## config.mk

```make
export PLATFORM = sky130hd
export DESIGN_NAME = pcie_mwr_tx
export DESIGN_NICKNAME = d
export VERILOG_FILES = /design/src/rtl/pcie_mwr_tx.sv
export SDC_FILE = /design/constraint.sdc
export NUM_CORES = 1
export LEC_CHECK = 0
export CORE_ASPECT_RATIO = 0.9
export CORE_UTILIZATION = 34
export DETAILED_ROUTE_END_ITERATION = 8
export PLACE_DENSITY = 0.75
export SYNTH_ARGS = -nofsm -noshare
export SYNTH_HDL_FRONTEND = slang
export SYNTH_SLANG_ARGS = --single-unit
```

## constraint.sdc

```tcl
create_clock -name pcie_clk -period 5.31 [get_ports pcie_clk]
set_input_delay 0.7965 -clock pcie_clk [delete_from_list [all_inputs] [get_ports pcie_clk]]
set_output_delay 0.7965 -clock pcie_clk [all_outputs]
set_load 0.1 [all_outputs]
```

## src/rtl/pcie_mwr_tx.sv

```systemverilog
// Posted MWr TLP generator on a 16-bit VC0 port: checks credits, then requests and streams the TLP without gaps once tx_rdy grants.
// Header plus 2*len payload words; 4DW headers for nonzero upper addresses when PCIE_MWR_ADDR64_EN is defined.
module pcie_mwr_tx (
  input  logic        pcie_clk,
  input  logic        rstn,
  input  logic [7:0]  bus_num,
  input  logic [4:0]  dev_num,
  input  logic [2:0]  func_num,
  input  logic        start,
  input  logic [29:0] dma_addr,
  input  logic [5:0]  dma_len,
`ifdef PCIE_MWR_ADDR64_EN
  input  logic [31:0] dma_addr_hi,
`endif
  output logic [5:0]  buf_adr,
  input  logic [15:0] buf_dat,
  output logic        tx_req,
  output logic        tx_st,
  output logic        tx_end,
  input  logic        tx_rdy,
  output logic [15:0] tx_data,
  input  logic [8:0]  tx_ca_ph,
  input  logic [12:0] tx_ca_pd,
  input  logic        tx_ca_p_recheck,
  output logic        busy,
  output logic        done,
  output logic        err
);

  typedef enum logic [2:0] {IDLE, CHECK, REQ, HDR, DATA, DONE} state_t;

  state_t      state, state_nxt;
  logic [6:0]  cnt;
  logic        err_q;
  logic [29:0] addr_q;
  logic [5:0]  len_q;
  logic [15:0] rid_q;
  logic [31:0] addr_hi_q;
  logic [31:0] addr_lo;
  logic        is64;
  logic [6:0]  hdr_last;
  logic [6:0]  data_last;
  logic [12:0] pd_need;
  logic        len_ok;
  logic        launch;
  logic        credit_ok;
  logic [3:0]  last_be;
  logic [15:0] hdr_word;

  assign len_ok    = (dma_len != 6'd0) && (dma_len <= 6'd32);
  assign launch    = (state == IDLE) && start && len_ok;
  assign addr_lo   = {addr_q, 2'b00};
  assign is64      = |addr_hi_q;
  assign hdr_last  = is64 ? 7'd7 : 7'd5;
  assign data_last = {len_q, 1'b0} - 7'd1;
  assign pd_need   = ({7'd0, len_q} + 13'd3) >> 2;
  assign last_be   = (len_q == 6'd1) ? 4'h0 : 4'hF;
  assign credit_ok = (tx_ca_ph[8] || (tx_ca_ph != 9'd0)) &&
                     (tx_ca_pd[12] || (tx_ca_pd >= pd_need));

  always_ff @(posedge pcie_clk or negedge rstn) begin
    if (!rstn) state <= IDLE;
    else       state <= state_nxt;
  end

  always_comb begin
    state_nxt = state;
    case (state)
      IDLE:    if (launch) state_nxt = CHECK;
      CHECK:   if (credit_ok) state_nxt = REQ;
      // A grant in the same cycle as a recheck still wins: the credits were already committed.
      REQ:     if (tx_rdy) state_nxt = HDR;
               else if (tx_ca_p_recheck) state_nxt = CHECK;
      HDR:     if (cnt == hdr_last) state_nxt = DATA;
      DATA:    if (cnt == data_last) state_nxt = DONE;
      DONE:    state_nxt = IDLE;
      default: state_nxt = IDLE;
    endcase
  end

  always_ff @(posedge pcie_clk or negedge rstn) begin
    if (!rstn) begin
      cnt    <= 7'd0;
      err_q  <= 1'b0;
      addr_q <= 30'd0;
      len_q  <= 6'd0;
      rid_q  <= 16'd0;
    end else begin
      cnt   <= (state_nxt != state) ? 7'd0 : cnt + 7'd1;
      err_q <= (state == IDLE) && start && !len_ok;
      if (launch) begin
        addr_q <= dma_addr;
        len_q  <= dma_len;
        rid_q  <= {bus_num, dev_num, func_num};
      end
    end
  end

`ifdef PCIE_MWR_ADDR64_EN
  always_ff @(posedge pcie_clk or negedge rstn) begin
    if (!rstn)       addr_hi_q <= 32'd0;
    else if (launch) addr_hi_q <= dma_addr_hi;
  end
`else
  assign addr_hi_q = 32'd0;
`endif

  always_comb begin
    hdr_word = 16'h0000;
    case (cnt[2:0])
      3'd0: hdr_word = is64 ? 16'h6000 : 16'h4000;
      3'd1: hdr_word = {10'd0, len_q};
      3'd2: hdr_word = rid_q;
      3'd3: hdr_word = {8'h00, last_be, 4'hF};
      3'd4: hdr_word = is64 ? addr_hi_q[31:16] : addr_lo[31:16];
      3'd5: hdr_word = is64 ? addr_hi_q[15:0]  : addr_lo[15:0];
      3'd6: hdr_word = addr_lo[31:16];
      3'd7: hdr_word = addr_lo[15:0];
      default: hdr_word = 16'h0000;
    endcase
  end

  // Outputs decode straight from the async-reset state so reset clears them without a clock.
  assign tx_req  = (state == REQ);
  assign tx_st   = (state == HDR) && (cnt == 7'd0);
  assign tx_end  = (state == DATA) && (cnt == data_last);
  assign buf_adr = (state == DATA) ? cnt[5:0] : 6'd0;
  assign tx_data = (state == HDR)  ? hdr_word :
                   (state == DATA) ? buf_dat  : 16'h0000;
  assign busy    = (state != IDLE);
  assign done    = (state == DONE);
  assign err     = err_q;

endmodule

```

* After elaboration in Yosys (flattened, before gate mapping)
Index checks and enable logic that the tools add are counted.
** Cells by class
- Equal/unequal tests :: 16
- Div/mod/pow operators :: 0
- Bitwise logic cells :: 0
- Add/sub/neg operators :: 3
- Reduce and logical (&&, ||, !) cells :: 18
- Shifts and indexed selects :: 0
- Mux-type cells :: 13
- Multipliers :: 0
- Order comparisons :: 2
** Operators with widths (count)
- 16-bit one-hot mux with 6 select lines :: 1
- 16-bit 2-to-1 mux :: 2
- 3-bit equality test (second input constant) :: 6
- 3-bit 2-to-1 mux :: 6
- 3-bit one-hot mux with 5 select lines :: 1
- 13-bit by 5-bit >= comparator with 1-bit output :: 1
- 3-bit by 2-bit equality test with 1-bit output (second input constant) :: 4
- 9-bit nonzero test :: 1
- 6-bit by 2-bit adder with 7-bit output (second input constant) :: 1
- 7-bit by 1-bit adder with 7-bit output (second input constant) :: 1
- 7-bit by 3-bit equality test with 1-bit output (second input constant) :: 1
- 7-bit equality test :: 1
- 1-bit logical AND :: 7
- 7-bit zero test :: 1
- 7-bit 2-to-1 mux :: 1
- 7-bit by 1-bit subtractor with 7-bit output (second input constant) :: 1
- 3-bit by 1-bit equality test with 1-bit output (second input constant) :: 2
- 6-bit by 1-bit equality test with 1-bit output (second input constant) :: 1
- 6-bit less-or-equal comparator (second input constant) :: 1
- 3-bit zero test :: 2
- 6-bit 2-to-1 mux :: 1
- 6-bit nonzero test :: 1
- 4-bit 2-to-1 mux :: 1
- 2-bit OR reduction :: 2
- other kinds (4) :: 5
** Storage, ports and cells
- Memories :: 0
- ROM bits :: 0
- Bits in writable memories :: 0
- Latch bits :: 0
- Register bits after elaboration :: 63

* Logic depth before layout (Yosys ltp)
Gate-level depths: netlist of run 1.
- Depth after elaboration :: 8
- Mapped depth :: 11
- Mapped depth without buffers :: 10

* Least setup slack after synthesis of run 1
Ideal clock, no wire load.
- Kind :: register to output
- From :: register state[2]
- To :: output port tx_end
- Cell stages (with the launch flop) :: 5
- Data arrival time :: 5.371 ns
- Slack :: -0.858 ns
- Path through :: dfrtp_1 clkbuf_1 nor4bb_1 nand4_1 a2111oi_4
** On the way
- Longest elaborated chain between the ends :: 2
** RTL lines
- start, declared :: RTL line 32 : state_t state, state_nxt;
- start signal, assigned :: RTL line 63 : else state <= state_nxt;
- 3-bit equality test :: RTL line 126 : assign tx_end = (state == DATA) && (cnt == data_last);
- 1-bit logical AND :: RTL line 126
- end, declared :: RTL line 19 : output logic tx_end,
Every way passes these cells.

* Worst setup path in the final report of run 1
- From :: register cnt[1]
- To :: output port tx_data[14]
** On the way
- Longest elaborated chain between the ends :: 4
- Elaborated cells on any way between the ends :: 12
- Those cells by class :: eq/ne (7); mux (2); reduce/logical (3)
** RTL lines
- start, declared :: RTL line 33 : logic [6:0] cnt;
- start signal, assigned :: RTL line 89 : cnt <= (state_nxt != state) ? 7'd0 : cnt + 7'd1;
- 3-bit equality test :: RTL line 110 : case (cnt[2:0])
- 2-bit OR reduction (no source line)
- 16-bit one-hot mux with 6 select lines (*) :: RTL line 110
- 16-bit 2-to-1 mux (*) :: RTL line 128 : assign tx_data = (state == HDR) ? hdr_word :
- end, declared :: RTL line 21 : output logic [15:0] tx_data,
Mark *: on every way between the ends. The rest lies on a longest branch, timed or not.

==> results of run 1 <==
-- per-layer routing --
layer  routed length (um)  part of all wire [%]
met5                    0                     0
met4                  215                   2.2
met3                  596                   6.1
met2                 4860                    50
met1                 4130                    42
-- through the flow --
step	worst slack [ns]	hold WS (ns)	utilization (%)
after global placement	1.54	0.468	47.2
after detailed placement	1.52	0.478	47.2
after floorplan	0.429	0.454	-
after CTS	1.16	0.490	50.3
after global routing	0.987	0.498	50.3
final	1.11	0.487	50.3
-- worst max-delay path, cell delays in order (launching register included) --
cell and delay [ns]:
dfrtp_1 0.45, inv_1 0.14, ha_1 0.42, a21o_1 0.51, a221oi_1 0.19, o21ai_0 0.19, clkdlybuf4s50_1 1.16
-- cell usage after synthesis (all sizes together) (4+ instances only) --
cell	instances	share of area [%]
ha	13	4.6
a21o	5	1.1
xnor2	8	2.0
a22o	4	0.99
nor2	9	0.95
a222oi	11	3.1
nor3b	5	1.1
xor2	7	1.7
nor3	11	1.5
nand3	10	1.4
mux2	52	16
nand2	19	2.0
dfrtp	63	44
inv	8	0.85
a21oi	7	0.99
buf	9	1.6
clkbuf	14	1.5
o21ai	20	2.8
nor4	7	1.2
-- state kept, by name (all words and copies together), names as in the netlist --
signal and count:
len_q 6, addr_q 30, cnt 7, rid_q 16
state 3, err 1
-- power by group --
group	switching, W	internal, W
sequential	0.000210	0.000698
combinational	0.000699	0.000468
clock	0.000209	0.000406
total	0.00112	0.00157
-- worst paths after layout --
check,startpoint,slack [ns],to
min reg2reg,addr_q[0],0.49,addr_q[0]
min in group asynchronous,rstn,0.65,state[2]
min,addr_q[0],0.49,addr_q[0]
max in group asynchronous,rstn,4.15,cnt[1]
max reg2reg,len_q[0],2.22,cnt[0]
max,cnt[1],1.11,tx_data[14]
-- kinds of logic after synthesis --
logic type               after synthesis  share of synthesized area (%)
multiplexers                          52                           16.5
XOR/XNOR                              16                           4.33
flip-flops                            63                           44.4
buffers and inverters                 32                           4.05
AND/OR/NAND/NOR                       82                           12.5
adder cells (fa/ha/maj)               13                           4.58
AO/OA/AOI/OAI                         65                           13.7
-- cell type report --
type	count	area, um^2	area share (%)
clock buffer	9	225	4.39
sequential	63	1580	30.7
multi-input combinational	228	1850	36.0
timing repair buffer	125	1200	23.4
tap	129	161	3.15
inverter	9	33.8	0.658
clock inverter	6	86.3	1.68
==> impl_metrics.py, run 1 <==
metrics = {
    "outcome": {
        "status": "finished clean",
    },
    "sta": {
        "clock-skew-final_ns": 0.00780,
        "finalSetupTns_ns": 0,
        "fmax_mhz": 238,
        "setup_viol": 0,
        "slew_headroom_pct": 21.4,
        "drv_slew": 0,
        "fin_crit_ns": 4.20,
        "worst_pin_slew_ns": 1.17,
        "final-hold-violation-count": 0,
        "fin_crit_sh_pct": 79.1,
        "rsz0062_at_grt": "false",
    },
    "global_routing": {
        "grt-ovfl-total": 0,
        "met1_usage_pct": 23.8,
        "grt_usage_pct": 19.2,
        "use_met2_pct": 31.9,
        "antenna_found_initial": 0,
        "busiest_layer": "met2",
        "gr-usage-met3_pct": 5.09,
        "grt_pass1_wl_um": 15700,
        "grt_max_degree": 64,
        "grt_pass1_vias": 3081,
    },
    "place": {
        "dpl_cell_area_um2": 4820,
        "dp_hpwl_um": 7140,
        "io_buffer_count": 122,
        "dpl.cell_count": 554,
        "place_congestion": 0.863,
    },
    "synthesis": {
        "synth_edf_count": 0,
        "synthFlopType": "dfrtp_1",
        "syn_avg_cell_area_um2": 11.0,
        "syn_nets": 431,
        "synthArstFlopShare_pct": 100,
        "netlist_area_um2": 3550,
        "ys_warn_count": 0,
        "synth_cell_types": 52,
        "ys_seq_area_share_pct": 44.4,
        "ys_ff_latch": 63,
        "synth_cells": 323,
    },
    "setup_path": {
        "crit_type": "flip-flop to output port",
        "required_ns": 4.51,
        "crit_path_end_kind": "output port",
        "crit_path_max_fanout": 14,
        "cp.arrival_ns": 3.40,
        "r2r_cells": 10,
        "start_kind": "flip-flop",
    },
    "power": {
        "power.density_nw_per_um2": 524,
        "cellLeakagePower_nw": 2.12,
        "power_w": 0.00269,
        "ir_drop_v": 0.000331,
    },
    "die": {
        "core-area_um2": 10200,
        "fp.dieH_um": 99.0,
        "row_count": 35,
        "start_util_pct": 34.8,
        "die_area_um2": 10900,
        "ioPinCount": 123,
        "die_w_um": 110,
    },
    "cts": {
        "cts-root-buf": "clkbuf_16",
        "cts_buffers": 9,
        "postCtsSetupBuffers": 0,
        "clock_path_buffers": 2,
        "clock-sinks": 63,
        "hold_buffers": 0,
        "tritoncts": "built",
        "ctsHtreeMaxLevel": 3,
        "clock_latency_ns": 0.33,
        "cts_resized": 0,
        "path_clk_slew_ns": 0.05,
    },
    "hold_path": {
        "hold-path-cell-count": 1,
        "min_path_type": "flip-flop to flip-flop",
    },
    "finish": {
        "finalNetCount": 544,
        "post_route_cells_drive_above_1_share_pct": 10.0,
        "n_fill_cell": 906,
        "n_antenna_cell": 0,
        "syn2layout_area_growth_pct": 44.4,
        "mostFrequentLayoutCell": "clkdlybuf4s50_1",
        "stdcell_count": 569,
        "finalInstanceArea_um2": 5130,
        "final_cell_mix": "clkdlybuf4s50_1, dfrtp_1, mux2_1",
    },
    "detailed_routing": {
        "drc": 0,
        "via_per_inst": 5.35,
        "dr.pass1.iters": 7,
        "routedWlPerCell_um": 17.2,
        "wl_um": 9810,
        "ant_nets": 0,
        "drt_iter0_drc": 183,
        "vias": 3045,
    },
    "job": {
        "maxCapViolations": 0,
    },
}
(Power assumes the default switching activity.)
==> run 2: changes to the inputs <==
clock period = 3.9 ns   (was 5.31 ns; I/O delays follow)
==> impl_metrics.py, run 2 (synthesized netlist as in run 1, its figures left out) <==
metrics = {
    "detailed_routing": {
        "via_per_inst": 5.27,
        "routedWlPerCell_um": 17.2,
        "vias": 3022,
        "dr.pass1.iters": 6,
        "ant_nets": 0,
        "wl_um": 9870,
        "drc": 0,
        "drt_iter0_drc": 203,
    },
    "sta": {
        "fmax_mhz": 285,
        "rsz0062_at_grt": "false",
        "slew_headroom_pct": 34.9,
        "drv_slew": 0,
        "clock-skew-final_ns": 0.00592,
        "setup_viol": 0,
        "final-hold-violation-count": 0,
        "fin_crit_sh_pct": 89.9,
        "worst_pin_slew_ns": 0.974,
        "fin_crit_ns": 3.51,
    },
    "power": {
        "p_sw_w": 0.00155,
        "switching_share_pct": 41.6,
        "power.density_nw_per_um2": 703,
        "cellLeakagePower_nw": 2.20,
        "power.clock.fraction_pct": 21.5,
        "ir_drop_v": 0.000416,
        "seqPwrFrac_pct": 33.3,
        "combPwrFrac_pct": 45.2,
        "p_int_w": 0.00218,
        "power_w": 0.00374,
    },
    "cts": {
        "clock_latency_ns": 0.33,
        "cts_resized": 0,
        "cts_buffers": 9,
        "clock-sinks": 63,
        "clock_path_buffers": 2,
        "postCtsSetupBuffers": 0,
        "hold_buffers": 0,
        "tritoncts": "built",
        "cts-root-buf": "clkbuf_16",
        "ctsHtreeMaxLevel": 3,
        "path_clk_slew_ns": 0.06,
    },
    "die": {
        "row_count": 35,
        "fp.dieH_um": 99.0,
        "start_util_pct": 34.8,
        "core-area_um2": 10200,
        "die_area_um2": 10900,
        "ioPinCount": 123,
        "die_w_um": 110,
    },
    "hold_path": {
        "min_path_type": "input pin to async pin",
    },
    "global_routing": {
        "grt_usage_pct": 19.4,
        "grt_max_degree": 34,
        "antenna_found_initial": 0,
        "grt-ovfl-total": 0,
        "grt_pass1_wl_um": 15900,
        "grt_pass1_vias": 3152,
    },
    "finish": {
        "post_route_cells_drive_above_1_share_pct": 13.1,
        "n_antenna_cell": 0,
        "syn2layout_area_growth_pct": 49.6,
        "stdcell_count": 573,
        "largest_reg_flops": 30,
        "reg.largest.list": "addr_q x30, rid_q x16, cnt x7",
        "post-route-util_pct": 52.1,
        "final_cell_mix": "clkdlybuf4s50_1, dfrtp_1, mux2_1",
        "largest_register": "addr_q",
        "finalNetCount": 547,
        "mostFrequentLayoutCell": "clkdlybuf4s50_1",
    },
    "place": {
        "place_congestion": 0.857,
        "dpl.cell_count": 557,
        "dp_hpwl_um": 7530,
        "io_buffer_count": 122,
    },
    "setup_path": {
        "slowest_stage": "dfrtp_1",
        "r2r-end": "addr_q[7]",
        "path_cells": "clkinv_1 -> nor2_1 -> buf_4 -> a222oi_1 -> o21ai_0 -> buf_12",
        "rr_startpoint": "state[0]",
        "reg2reg_slack_ns": 1.08,
        "required_ns": 3.31,
        "crit_path_max_fanout": 15,
        "start_kind": "flip-flop",
        "cp.arrival_ns": 2.92,
        "crit_path_end_kind": "output port",
        "r2r_cells": 5,
        "crit_type": "flip-flop to output port",
        "max_stage_delay_ns": 0.65,
    },
    "outcome": {
        "status": "finished clean",
    },
    "job": {
        "maxCapViolations": 0,
    },
}
==> run 2: changes by cell type in the layout (fill, tap and decap cells not counted), moves of 2 or more <==
cell             before  now
buf_12                0   15
buf_4                18   16
clkdlybuf4s50_1     106   96
o21ai_0              19    9
o21ai_1               1   11
==> run 2: worst max path at each step <==
stage	start	endpoint	slack, ns	depth (start not counted)
after floorplan	cnt[0]	tx_data[9]	-0.38	8
after global placement	start	addr_q[19]	0.87	6
after detailed placement	start	addr_q[7]	0.71	6
after CTS	cnt[2]	tx_data[9]	0.47	6
after global routing	cnt[2]	tx_data[9]	0.18	6
final	cnt[2]	tx_data[9]	0.39	6
==> run 2: final cells by class <==
cell class / count / area (um^2)
fillers: 875 / 4890
clock inverters: 5 / 56.3
well taps: 129 / 161
flip-flops and latches: 63 / 1580
clock buffers: 11 / 243
repair buffers: 128 / 1390
multi-input cells: 228 / 1860
inverters: 9 / 33.8
==> run 2: critical path: cells and delay by family (launching register included) <==
kind,cells,cell delay (ns)
flip-flops,1,0.65
AND/OR/NAND/NOR,1,0.59
AO/OA/AOI/OAI,2,0.46
buffers and inverters,3,0.89
==> run 2: per-layer routing <==
layer  part of all wire [%]  vias to the layer above  GRT usage (%)
met1                     45                     1467           26.1
met4                    2.2                        0           6.46
met3                    5.7                       19           4.17
met5                      0                        -              0
li1                       -                     1428              -
met2                     47                      108           31.1
==> run 2: stage by stage <==
step | hold WS (ns) | area (um^2) | worst slack [ns] | TNS [ns]
2_1_floorplan | 0.289 | 3570 | -0.383 | -1.22
3_3_place_gp | 0.465 | 5020 | 0.868 | 0
3_5_place_dp | 0.477 | 5020 | 0.708 | 0
4_1_cts | 0.312 | 5320 | 0.467 | 0
5_1_grt | 0.372 | 5320 | 0.179 | 0
6_report | 0.302 | 5320 | 0.395 | 0
==> run 2: power by group through the flow <==
stage / sequential (W) / clock, W / combinational [W]
floorplan: 0.00109 / 0 / 0.00131
CTS: 0.00124 / 0.000809 / 0.00169
global route: 0.00129 / 0.000841 / 0.00181
detailed placement: 0.00125 / 0 / 0.00168
finish: 0.00125 / 0.000803 / 0.00169
global placement: 0.00124 / 0 / 0.00164
